==> config.mk <==
export PLATFORM = sky130hd
export DESIGN_NAME = alu_arbiter
export DESIGN_NICKNAME = d
export VERILOG_FILES = /design/src/rtl/alu_arbiter.sv
export SDC_FILE = /design/constraint.sdc
export NUM_CORES = 1
export LEC_CHECK = 0
export ABC_AREA = 1
export BUFFER_PORTS_ARGS = -buffer_cell sky130_fd_sc_hd__buf_4
export CAP_MARGIN = 10
export CORE_AREA = 2 2 119 121
export DETAILED_ROUTE_END_ITERATION = 8
export DIE_AREA = 0 0 121 123
export GPL_ROUTABILITY_DRIVEN = 0
export GPL_TIMING_DRIVEN = 0
export PLACE_DENSITY = 0.73
export SLEW_MARGIN = 20
export SYNTH_ARGS = -nofsm -noshare
export SYNTH_HDL_FRONTEND = slang
export SYNTH_SLANG_ARGS = --single-unit
==> constraint.sdc <==
create_clock -name clk -period 2.4 [get_ports clk]
set_input_delay 0.12 -clock clk [delete_from_list [all_inputs] [get_ports clk]]
set_output_delay 0.12 -clock clk [all_outputs]
set_load 0.005 [all_outputs]
==> src/rtl/alu_arbiter.sv <==
// Two-port round-robin front end for a shared ALU: accepts one operation at a
// time, drives the ALU from registered operands and returns the result to its owner.
module alu_arbiter #(
  parameter int          DATA_WIDTH = 32,
  parameter int unsigned RESET_PRIO = 0
) (
  input  logic                  clk,
  input  logic                  rst_n,
  input  logic [1:0]            req_valid,
  output logic [1:0]            req_ready,
  input  logic [5:0]            req0_opcode,
  input  logic [5:0]            req1_opcode,
  input  logic [5:0]            req0_funct,
  input  logic [5:0]            req1_funct,
  input  logic [DATA_WIDTH-1:0] req0_a,
  input  logic [DATA_WIDTH-1:0] req1_a,
  input  logic [DATA_WIDTH-1:0] req0_b,
  input  logic [DATA_WIDTH-1:0] req1_b,
  output logic [1:0]            resp_valid,
  input  logic [1:0]            resp_ready,
  output logic [DATA_WIDTH-1:0] resp_data,
  output logic [5:0]            alu_opcode,
  output logic [5:0]            alu_funct,
  output logic [DATA_WIDTH-1:0] alu_a,
  output logic [DATA_WIDTH-1:0] alu_b,
  output logic                  alu_en,
  input  logic [DATA_WIDTH-1:0] alu_result,
  output logic                  busy
);

  typedef enum logic [1:0] {
    ST_IDLE,
    ST_EXEC,
    ST_RESP
  } state_e;

  localparam logic PRIO_INIT = RESET_PRIO[0];

  state_e                state_q;
  logic                  owner_q;
  logic                  prio_q;
  logic [1:0]            resp_valid_q;
  logic [DATA_WIDTH-1:0] resp_data_q;
  logic [5:0]            alu_opcode_q;
  logic [5:0]            alu_funct_q;
  logic [DATA_WIDTH-1:0] alu_a_q;
  logic [DATA_WIDTH-1:0] alu_b_q;
  logic                  alu_en_q;
  logic                  busy_q;

  logic                  grant_vld;
  logic                  grant_idx;
  logic [5:0]            sel_opcode;
  logic [5:0]            sel_funct;
  logic [DATA_WIDTH-1:0] sel_a;
  logic [DATA_WIDTH-1:0] sel_b;

  // NOTE: every signal written here gets a default first, so no path leaves
  // it unassigned and no latch is inferred.
  always_comb begin
    grant_vld = 1'b0;
    grant_idx = 1'b0;
    unique case (req_valid)
      2'b01:   begin grant_vld = 1'b1; grant_idx = 1'b0;   end
      2'b10:   begin grant_vld = 1'b1; grant_idx = 1'b1;   end
      2'b11:   begin grant_vld = 1'b1; grant_idx = prio_q; end
      default: begin grant_vld = 1'b0; grant_idx = 1'b0;   end
    endcase
  end

  assign sel_opcode = grant_idx ? req1_opcode : req0_opcode;
  assign sel_funct  = grant_idx ? req1_funct  : req0_funct;
  assign sel_a      = grant_idx ? req1_a      : req0_a;
  assign sel_b      = grant_idx ? req1_b      : req0_b;

  // Ready is only offered while idle and out of reset, so it always matches
  // the edge on which the FSM actually latches the operation.
  always_comb begin
    req_ready = 2'b00;
    if (rst_n && (state_q == ST_IDLE) && grant_vld) begin
      req_ready = grant_idx ? 2'b10 : 2'b01;
    end
  end

  // NOTE: sequential state uses non-blocking assignments only, so every
  // register samples pre-edge values regardless of statement order.
  always_ff @(posedge clk or negedge rst_n) begin
    if (!rst_n) begin
      state_q      <= ST_IDLE;
      owner_q      <= 1'b0;
      prio_q       <= PRIO_INIT;
      resp_valid_q <= 2'b00;
      resp_data_q  <= '0;
      alu_opcode_q <= '0;
      alu_funct_q  <= '0;
      alu_a_q      <= '0;
      alu_b_q      <= '0;
      alu_en_q     <= 1'b0;
      busy_q       <= 1'b0;
    end else begin
      unique case (state_q)
        ST_IDLE: begin
          if (grant_vld) begin
            alu_opcode_q <= sel_opcode;
            alu_funct_q  <= sel_funct;
            alu_a_q      <= sel_a;
            alu_b_q      <= sel_b;
            owner_q      <= grant_idx;
            alu_en_q     <= 1'b1;
            busy_q       <= 1'b1;
            state_q      <= ST_EXEC;
          end
        end
        ST_EXEC: begin
          resp_data_q  <= alu_result;
          resp_valid_q <= owner_q ? 2'b10 : 2'b01;
          alu_en_q     <= 1'b0;
          state_q      <= ST_RESP;
        end
        ST_RESP: begin
          // Only the owner's ready completes the transfer.
          if (resp_ready[owner_q]) begin
            resp_valid_q <= 2'b00;
            prio_q       <= ~owner_q;
            busy_q       <= 1'b0;
            state_q      <= ST_IDLE;
          end
        end
        default: begin
          resp_valid_q <= 2'b00;
          alu_en_q     <= 1'b0;
          busy_q       <= 1'b0;
          state_q      <= ST_IDLE;
        end
      endcase
    end
  end

  assign resp_valid = resp_valid_q;
  assign resp_data  = resp_data_q;
  assign alu_opcode = alu_opcode_q;
  assign alu_funct  = alu_funct_q;
  assign alu_a      = alu_a_q;
  assign alu_b      = alu_b_q;
  assign alu_en     = alu_en_q;
  assign busy       = busy_q;

endmodule

Word-level counts from Yosys, hierarchy flattened
Cells that the tools add are included.
- input bits: 190
- output and inout bits: 114
- word-level logic and storage cells: 52
- bits in registers: 116
- reduce and logical (&&, ||, !) cells: 10
- equality and inequality tests: 7
- muxes and demuxes: 19
- bitwise gates (word level): 4
- $lt $le $gt $ge: 1
- operators by type and width (operator ; number):
    32-bit 2-to-1 mux ; 2
    6-bit 2-to-1 mux ; 2
    2-bit one-hot mux with 3 select lines ; 2
    2-bit 2-to-1 mux ; 5
    2-bit AND reduction ; 5
    2-bit == test, second input constant ; 3
    1-bit 2-to-1 mux ; 5
    2-bit by 1-bit == test with 1-bit output, second input constant ; 2
    2-bit inequality test, second input constant ; 2
    1-bit NOT ; 4
    1-bit one-hot mux with 2 select lines ; 2
    1-bit one-hot mux with 3 select lines ; 1
    3-bit AND reduction ; 1
    3-bit OR reduction ; 1
    1-bit logical AND ; 2
    2-bit logical NOT ; 1
    1-bit by 2-bit < comparator with 1-bit output, second input constant ; 1

Logic depth before layout (Yosys ltp)
Gate-level depths: netlist (run 1).
- word-level depth: 5
- gate-level depth with buffers: 8
- depth with buffers taken out: 6

Worst setup path after synthesis (run 1)
Ideal clock, no wire load.
- kind: reg2reg
- start point: reg state_q[0]
- end point: reg alu_a_q[24] (netlist: alu_a[24])
- library setup time: 0.121 ns
- buffers on the path: 2
- stages on the path, launching flop included: 9
- clock period less this slack: 1.324 ns
- required time: 2.279 ns
- setup slack: 1.076 ns
- data arrival time: 1.203 ns
- path through: dfrtp_1 > nor2_2 > inv_2 > nor2_4 > inv_2 > buf_2 > buf_4 > nand2_1 > o21ai_1
- longest elaborated chain between the ends: 2
- RTL lines (element ; line ; text):
    from (decl) ; 39 ; state_e state_q;
    from (signal assigned) ; 89 ; state_q <= ST_IDLE;
    from (signal assigned) ; 111 ; state_q <= ST_EXEC;
    from (signal assigned) ; 118 ; state_q <= ST_RESP;
    2-bit logical NOT ; 101 ; unique case (state_q)
    2-bit AND reduction (no line) ; n/a ;
    to (signal assigned) ; 106 ; alu_a_q <= sel_a;
    to (decl) ; 46 ; logic [DATA_WIDTH-1:0] alu_a_q;
No other way between the ends.
A chain may end at the register's enable or synchronous reset.

Worst setup path after layout (run 1)
- start point: reg state_q[0]
- end point: out req_ready[0]
- longest elaborated chain between the ends: 4
- RTL lines (element ; line ; text):
    2-bit logical NOT ; 80 ; if (rst_n && (state_q == ST_IDLE) && grant_vld) begin
    1-bit logical AND (2 in a row) ; 80 ;
    2-bit 2-to-1 mux ; 80 ;
    to (decl) ; 10 ; output logic [1:0] req_ready,
No other way between the ends.

==> results of run 1 <==
==> layout by cell type (no fill, tap or decap), drive strengths merged <==
cell         synthesis  routed
inv                 84      84
buf                 23     327
nand2              244     244
clkinv               0       4
a21oi                1       1
bufinv               0       3
o21ai               79      79
nor3                 1       1
dfrtp              116     116
nand3                2       2
clkbuf              12      35
mux2                32      32
o22ai                1       1
dlygate4sd3          0     107
nor2                81      81
clkinvlp             0       2
==> stage by stage <==
| stage | std cells | area, um^2 | setup WS (ns) |
|---|---|---|---|
| 6_report | 1299 | 9620 | 0.279 |
| 5_1_grt | 1299 | 9620 | 0.0771 |
| 4_1_cts | 1299 | 9620 | 0.185 |
| 3_5_place_dp | 1160 | 7940 | 0.617 |
| 3_3_place_gp | 1159 | 7910 | 0.436 |
| 2_1_floorplan | 676 | 5410 | 1.08 |
==> power by group through the flow <==
stage / registers [mW] / logic (mW) / clock network (mW)
after global placement: 3.50 / 4.48 / 0
after global routing: 3.66 / 5.19 / 2.74
final: 3.54 / 4.71 / 2.62
after floorplan: 3.56 / 2.04 / 0
after CTS: 3.52 / 4.72 / 2.65
after detailed placement: 3.53 / 4.57 / 0
==> metal layers <==
metal / global-route usage / vias up
li1: - / 2918
met1: 0.291 / 2808
met2: 0.479 / 252
met3: 0.0752 / 57
met4: 0.133 / 0
met5: 0 / -
==> registers in the layout (all words and copies together), names as in the netlist <==
signal,cells
alu_a,32
alu_b,32
resp_data,32
alu_funct,6
alu_opcode,6
resp_valid,2
state_q,2
alu_en,1
busy,1
owner_q,1
prio_q,1
==> repair_timing <==
item / 4_1_cts / 5_1_grt
hold endpoints to repair: 156 / 0
hold buffers: 107 / 0
resized for setup: 0 / 0
==> cells by family (layout without fill, tap and decap cells) <==
group                  Yosys count  count (layout)  synth area share
multiplexers                    32              32            0.0666
AO/OA/AOI/OAI                   81              81            0.0752
flip-flops                     116             116             0.537
buffers and inverters          119             562            0.0909
AND/OR/NAND/NOR                328             328             0.231
==> worst min-delay path by stage <==
stage,depth (start not counted),slack [ns],from,endpoint
CTS,3,0.004,req1_a[25],alu_a[25]
floorplan,0,-0.18,rst_n,alu_a[0]
global route,3,0.02,req1_a[25],alu_a[25]
global placement,2,0.35,alu_result[8],resp_data[8]
finish,3,0.03,req1_a[25],alu_a[25]
detailed placement,1,0.11,rst_n,alu_funct[0]
==> cell type report <==
cell class                 instances  area (um^2)  area share
timing repair buffer             411         3380       0.351
sequential                       116         2900       0.302
multi-input combinational        441         2010       0.209
clock buffer                      23          488      0.0507
inverter                          84          315      0.0328
tap                              180          225      0.0234
buffer                            35          176      0.0183
clock inverter                     9          125      0.0130
==> worst max-delay path, stage by stage, from the launching register on <==
cell,delay [ns]
dfrtp_1,0.42
nor2_2,0.17
inv_2,0.07
nor2_4,0.19
inv_2,0.14
clkbuf_1,0.27
nor3_1,0.19
buf_4,0.14
==> results_dict.tcl, run 1 <==
set metrics [dict create \
    fp.dieW_um 121 \
    drive_above_1_share 0.351 \
    hold_ws_ns 0.0292 \
    tns_ns 0 \
    wl_met1_um 7260 \
    ff2ff_path_depth 7 \
    synth_edf_count 0 \
    root_buffer "clkbuf_16" \
    dpl.hpwl_um 13200 \
    synth.avg_cell_area_um2 8.00 \
    critPathLaunchType "flop" \
    ys_seq_area_frac 0.537 \
    synth_area_leaders "dfrtp_1 (54%), nand2_1 (17%), o21ai_1 (7.0%), mux2_2 (6.7%), inv_1 (5.7%)" \
    yosysWarnings 0 \
    hold_path_class "input pin to flop" \
    rsz0062_at_grt "no" \
    yosysMostFrequentCell "nand2_1" \
    fillCellCount 1044 \
    numCtsBuffers 17 \
    min_period_over_period 0.884 \
    clockPowerShare 0.241 \
    finalHoldViolations 0 \
    setup_viol 0 \
    antenna_found_initial 0 \
    path_clk_slew_ns 0.05 \
    synth.distinct_cells 20 \
    p_per_area_nw_per_um2 1130 \
    netlist_instances 676 \
    first_global_vias 6137 \
    timing.critical_path.to "req_ready[0]" \
    p_sw_mw 3.70 \
    timing.rr.end "alu_opcode[2]" \
    io_pins 304 \
    p_int_mw 7.17 \
    start_util 0.397 \
    max_freq_mhz 471 \
    clock_latency_ns 0.41 \
    skew_ns 0.00725 \
    htreeDepth 4 \
    cts_tree "built" \
    period_needed_ns 2.12 \
    status "completed" \
    grt_start_max_net_pins 68 \
    grt.total_usage 0.268 \
    dr.pass1.iters 4 \
    synth_common_cells "nand2_1 (243), dfrtp_1 (116), inv_1 (82), nor2_1 (79), o21ai_1 (76)" \
    final_nets 1296 \
    rows 43 \
    port_buffers 303 \
    syn-cell-area_um2 5410 \
    antenna_cells 0 \
    reg2reg_slack_ns 0.63 \
    drcViolationCount 0 \
    wirelength_um 19800 \
    syn-num-nets 866 \
    worst_pin_slew_ns 0.616 \
    ys.flop_type "dfrtp_1" \
    drt_iter0_drc 272 \
    overflow 0 \
    area_delta_synth_final_pct 77.9 \
    cts_sinks 116 \
    p_sw_frac 0.340 \
    cp.required_ns 2.28 \
    pwr-share-comb 0.433 \
    core-area_um2 13600 \
    highest_layer "met4" \
    drv_cap 0 \
    slew_violations 0 \
    p_seq_frac 0.326 \
    ir_worst_vdd_uv 519 \
    dr_total_vias 6035 \
    arrival_ns 2.00 \
    cp-end-kind "output pin" \
    crit_fanout 10 \
    grt_pass1_wl_um 30600 \
    reg2reg_from "prio_q" \
    crit_type "flop to output pin" \
    crit_start "state_q[0]" \
    die_area_um2 14900 \
    ys_seq_elements 116 \
    slew_headroom 0.589 \
    synthArstFlopShare 1.00 \
    die_height_um 123 \
    met3_length_um 1560 \
    p_leak_nw 5.16 \
    clk_path_buf_depth 2 \
    p_total_mw 10.9 \
    final_util 0.707 \
    routedWlPerCell_um 15.3 \
    post_cts_buffers 0 \
    viasPerCell 4.65 \
    synth_top_area_cell "dfrtp_1" \
    route.met2.wl_um 10300 \
    ant_nets 0 \
    synth.top_cell.area_share 0.537 \
]
No activity file was read; power rests on OpenSTA's default activity.
==> run 2, diff against run 1 <==
Settings changed: GPL_TIMING_DRIVEN 0 to default.
==> run 2 against run 1 <==
  * Non-clock buffer count is 31 lower
  * Worst setup slack better by 0.15 ns
  * Total power is 2.2% lower
  * Critical path depth is 1 lower
  * Cell area is 1.3% lower
  * Die area stayed put
  * Maximum frequency is 7.7% higher
  * Sequential cell count stayed put
  * Hold slack worse by 0.021 ns
==> results_dict.tcl, run 2 (same netlist as run 1, synthesis figures left out) <==
set metrics [dict create \
    cp-end-kind "output pin" \
    crit_fanout 42 \
    clock_latency_ns 0.42 \
    ir_worst_vdd_uv 569 \
    core-area_um2 13600 \
    rsz0062_at_grt "no" \
    ant_nets 0 \
    numCtsBuffers 17 \
    overflow 0 \
    grt.total_usage 0.248 \
    start_util 0.397 \
    use_met2 0.441 \
    max_freq_mhz 508 \
    arrival_ns 1.85 \
    cp.required_ns 2.28 \
    top_usage_layer "met2" \
    antenna_cells 0 \
    grt_use_met3 0.0835 \
    slew_violations 0 \
    period_needed_ns 1.97 \
    status "completed" \
    finalHoldViolations 0 \
    final_common_cell "buf_4" \
    final_util 0.698 \
    hold_path_class "input pin to flop" \
    io_pins 304 \
    drv_cap 0 \
    clk_path_buf_depth 2 \
    p_per_area_nw_per_um2 1120 \
    holdBufCountCts 107 \
    layout_common_cells "buf_4 (304), nand2_1 (242), dfrtp_1 (116), dlygate4sd3_1 (107), inv_1 (82)" \
    stdcell_count 1266 \
    skew_ns 0.0110 \
    wirelength_um 18400 \
    p_leak_nw 5.08 \
    drcViolationCount 0 \
    post_cts_buffers 0 \
    first_global_vias 5876 \
    viasPerCell 4.63 \
    fin_area_um2 9500 \
    cts_tree "built" \
    tns_ns 0 \
    dr_total_vias 5859 \
    area_delta_synth_final_pct 75.7 \
    hold_ws_ns 0.00823 \
    dpl.hpwl_um 11400 \
    gr-usage-met1 0.269 \
    setup_viol 0 \
    critPathLaunchType "flop" \
    cts_resized 0 \
    grt_pass1_wl_um 28600 \
    post_dp_cell_area_um2 7830 \
    path_clk_slew_ns 0.05 \
    die_height_um 123 \
    drive_above_1_share 0.346 \
    routedWlPerCell_um 14.5 \
    htreeDepth 4 \
    rows 43 \
    cts_sinks 116 \
    root_buffer "clkbuf_16" \
    final_nets 1265 \
    antenna_found_initial 0 \
    fp.dieW_um 121 \
    dr.pass1.iters 5 \
    drt_iter0_drc 310 \
    min_period_over_period 0.820 \
    port_buffers 303 \
    grt_start_max_net_pins 117 \
    dp_cells 1129 \
    slew_headroom 0.439 \
    worst_pin_slew_ns 0.839 \
    crit_type "flop to output pin" \
    die_area_um2 14900 \
]
[run 2: cell count changes in the layout (fill, tap and decap cells not counted), sizes merged]
cell / delta
clkbuf: -12
buf: -19
bufinv: -1
clkinv: -2
clkinvlp: +1
[run 2: worst paths after layout]
path                       startpoint      endpoint  slack (ns)  depth (start not counted)
setup / recovery           state_q[0]  req_ready[0]        0.43                          6
hold / removal             req1_b[21]     alu_b[21]       0.008                          3
setup reg to reg           state_q[0]     alu_a[15]        0.55                          6
hold reg to reg                  busy          busy        0.47                          2
max in group asynchronous       rst_n     alu_b[29]        1.57                          3
min in group asynchronous       rst_n     alu_a[24]        0.33                          3
[run 2: power by group]
| part | switching, mW | total (mW) | internal (mW) | leakage, nW |
|---|---|---|---|---|
| Sequential | 0.584 | 3.55 | 2.97 | 1.39 |
| Combinational | 2.13 | 4.52 | 2.40 | 3.40 |
| Clock | 0.882 | 2.56 | 1.68 | 0.289 |
| Total | 3.59 | 10.6 | 7.04 | 5.08 |
[run 2: critical path, stage by stage (launching register included)]
cell and delay, ns:
dfrtp_1 0.41, nor2_2 0.15, inv_2 0.07, nor2_4 0.09, inv_2 0.30, nor3_1 0.26
buf_4 0.15
[run 2: final cells by class]
type                       count  area, um^2
inverter                      84         315
clock buffer                  23         508
timing repair buffer         415        3430
multi-input combinational    441        2020
fill                         996        4110
clock inverter                 7        96.3
sequential                   116        2900
tap                          180         225
[run 2: stage by stage]
stage / power, mW / setup WS [ns]
after floorplan: 5.60 / 1.08
after global placement: 7.79 / 0.673
after detailed placement: 7.92 / 0.576
after CTS: 10.6 / 0.386
after global routing: 11.3 / 0.271
final: 10.6 / 0.431
[run 2: per-layer routing]
metal	wire length, um	vias to the layer above
li1	-	2850
met5	0	-
met2	9460	244
met1	6780	2730
met4	522	0
met3	1600	35
==> run 3, diff against run 2 <==
Settings changed: ABC_AREA 1 to 0, CORE_AREA 2 2 119 121 to default, CORE_MARGIN from default to 2, CORE_UTILIZATION from default to 40, DIE_AREA 0 0 121 123 to default, PLACE_DENSITY 0.73 to 0.77.
Clock period 2.4 ns to 1.8 ns, I/O delays scaled along.
==> run 3 against run 2 <==
  * Count of clock-buffer cells in the layout shrank 5
  * Via count grew 16%
  * Sequential power grew 38%
  * Utilization grew 7.6 points
==> results_dict.tcl, run 3 <==
set metrics [dict create \
    syn-cell-area_um2 5340 \
    synth_top_family_by_area "compound AO/OA/AOI/OAI gates" \
    viasPerCell 5.70 \
    synth.top_cell.area_share 0.544 \
    drt_iter0_drc 731 \
    crit_slowest_cell "dfrtp_1" \
    syn-num-nets 734 \
    critPathLaunchType "flop" \
    root_buffer "clkbuf_16" \
    hold_path_class "input pin to flop" \
    area_delta_synth_final_pct 90.7 \
    ant_nets 0 \
    final_util 0.774 \
    dpl.hpwl_um 12200 \
    die_area_um2 14300 \
    tns_ns 0 \
    io_pins 304 \
    ys_seq_elements 116 \
    synth_common_cells "dfrtp_1 (116), a21oi_1 (77), a31oi_1 (77), nand3_1 (76), o21ai_0 (76)" \
    yosys.area_share.adder 0 \
    setup_viol 0 \
    synth_compound_area_frac 0.245 \
    cp-end-kind "output pin" \
    post_dp_cell_area_um2 7780 \
    port_buffers 303 \
    slew_headroom 0.437 \
    drcViolationCount 0 \
    dr.pass1.iters 5 \
    p_leak_nw 4.53 \
    fp.dieW_um 119 \
    grt_pass1_wl_um 36000 \
    routedWlPerCell_um 19.6 \
    synth.area.mux_share 0.0713 \
    numCtsBuffers 17 \
    ys_seq_area_frac 0.544 \
    p_per_area_nw_per_um2 1440 \
    stdcell_count 1191 \
    cp_top_family "simple AND/OR/NAND/NOR gates" \
    synth.avg_cell_area_um2 9.81 \
    period_needed_ns 1.61 \
    dp_cells 975 \
    dpl_worst_slack_ns 0.212 \
    max_freq_mhz 622 \
    cts_tree "built" \
    clock_latency_ns 0.41 \
    rows 42 \
    worst_pin_slew_ns 0.844 \
    drv_cap 0 \
    path_buf_inv 1 \
    htreeDepth 4 \
    crit_type "flop to output pin" \
    finalHoldViolations 0 \
    layout_setup_ws_ns 0.193 \
    grt.total_usage 0.317 \
    final_common_cell "buf_4" \
    status "completed" \
    worst_path_largest_cell_delay_ns 0.43 \
    drive_above_1_share 0.386 \
    overflow 0 \
    netlist_instances 544 \
    synth_area_leaders "dfrtp_1 (54%), a31oi_1 (9.0%), a21oi_1 (7.2%), nand3_1 (7.1%), o21ai_0 (7.1%)" \
    rsz0062_at_grt "no" \
    antenna_found_initial 1 \
    path_clk_slew_ns 0.05 \
    synth-xor-area-share 0 \
    crit_fanout 4 \
    fin_area_um2 10200 \
    first_global_vias 6924 \
    arrival_ns 1.52 \
    ir_worst_vdd_uv 779 \
    min_period_over_period 0.893 \
    wirelength_um 23300 \
    slew_violations 0 \
    synth_edf_count 0 \
    start_util 0.406 \
    synthArstFlopShare 1.00 \
    final_nets 1190 \
    cp_cell_sequence "nand2b_2, nand2_1, nor3_1, buf_4" \
    cts_sinks 116 \
    synth_top_area_cell "dfrtp_1" \
    skew_ns 0.00966 \
    core-area_um2 13100 \
    die_height_um 119 \
    grt_start_max_net_pins 116 \
    dr_total_vias 6785 \
    ys.flop_type "dfrtp_1" \
    clk_path_buf_depth 2 \
    synth.distinct_cells 28 \
    yosysMostFrequentCell "dfrtp_1" \
    cp.required_ns 1.71 \
    yosysWarnings 0 \
    layout_common_cells "buf_4 (312), dlygate4sd3_1 (180), dfrtp_1 (116), a21oi_1 (77), a31oi_1 (77)" \
    fillCellCount 774 \
    synthSimpleGateAreaFrac 0.0842 \
]
-- run 3: logic make-up (layout without fill, tap and decap cells) --
kind of cell,after synthesis,in the layout
AO/OA/AOI/OAI,237,237
other,0,2
buffers and inverters,68,537
multiplexers,34,34
AND/OR/NAND/NOR,89,89
flip-flops,116,116
-- run 3: worst min-delay path: stages --
cell	delay (ns)
buf_4	0.11
nand3_1	0.07
a31oi_1	0.10
-- run 3: metrics by stage --
step | hold slack [ns] | total power, mW
3_3_place_gp | -0.0874 | 10.5
2_1_floorplan | -0.206 | 7.49
4_1_cts | 0.00134 | 14.3
6_report | 0.00426 | 14.7
3_5_place_dp | -0.0911 | 10.8
5_1_grt | 0.0112 | 15.4
-- run 3: cell type report --
cell class | instances | area (um^2) | share of cell area
diodes | 2 | 5.00 | 0.000492
multi-input cells | 360 | 2150 | 0.212
well taps | 176 | 220 | 0.0216
inverters | 5 | 18.8 | 0.00185
clock buffers | 18 | 439 | 0.0432
flip-flops and latches | 116 | 2900 | 0.285
clock inverters | 14 | 128 | 0.0125
repair buffers | 500 | 4300 | 0.423
-- run 3: final timing paths --
| kind | to | cells after the start | startpoint | slack (ns) |
|---|---|---|---|---|
| max | req_ready[1] | 4 | prio_q | 0.19 |
| min | alu_opcode[0] | 3 | req1_opcode[0] | 0.004 |
| max reg2reg | alu_b[13] | 5 | state_q[1] | 0.25 |
| min reg2reg | alu_en | 1 | alu_en | 0.49 |
| max in group asynchronous | alu_a[5] | 3 | rst_n | 0.89 |
| min in group asynchronous | alu_en | 2 | rst_n | 0.07 |
-- run 3: metal layers --
layer,vias up,GRT usage,share of wire
met1,3223,0.367,0.35
li1,2944,-,-
met5,-,0,0
met4,0,0.169,0.051
met2,499,0.544,0.51
met3,119,0.0760,0.087
-- run 3: where the power goes --
group	internal (mW)	leakage, nW	total [mW]	switching, mW
clock	1.94	0.269	3.24	1.29
combinational	3.54	2.95	6.55	3.01
sequential	3.96	1.32	4.89	0.926
total	9.44	4.53	14.7	5.23
-- run 3: repair_timing --
item,in CTS,in global routing
hold buffers,180,0
setup endpoints to repair,1,1
pin swaps,0,1
endpoints found under the hold margin,223,0
buffers inserted,0,2
cloned,0,0
gates resized for setup,1,0
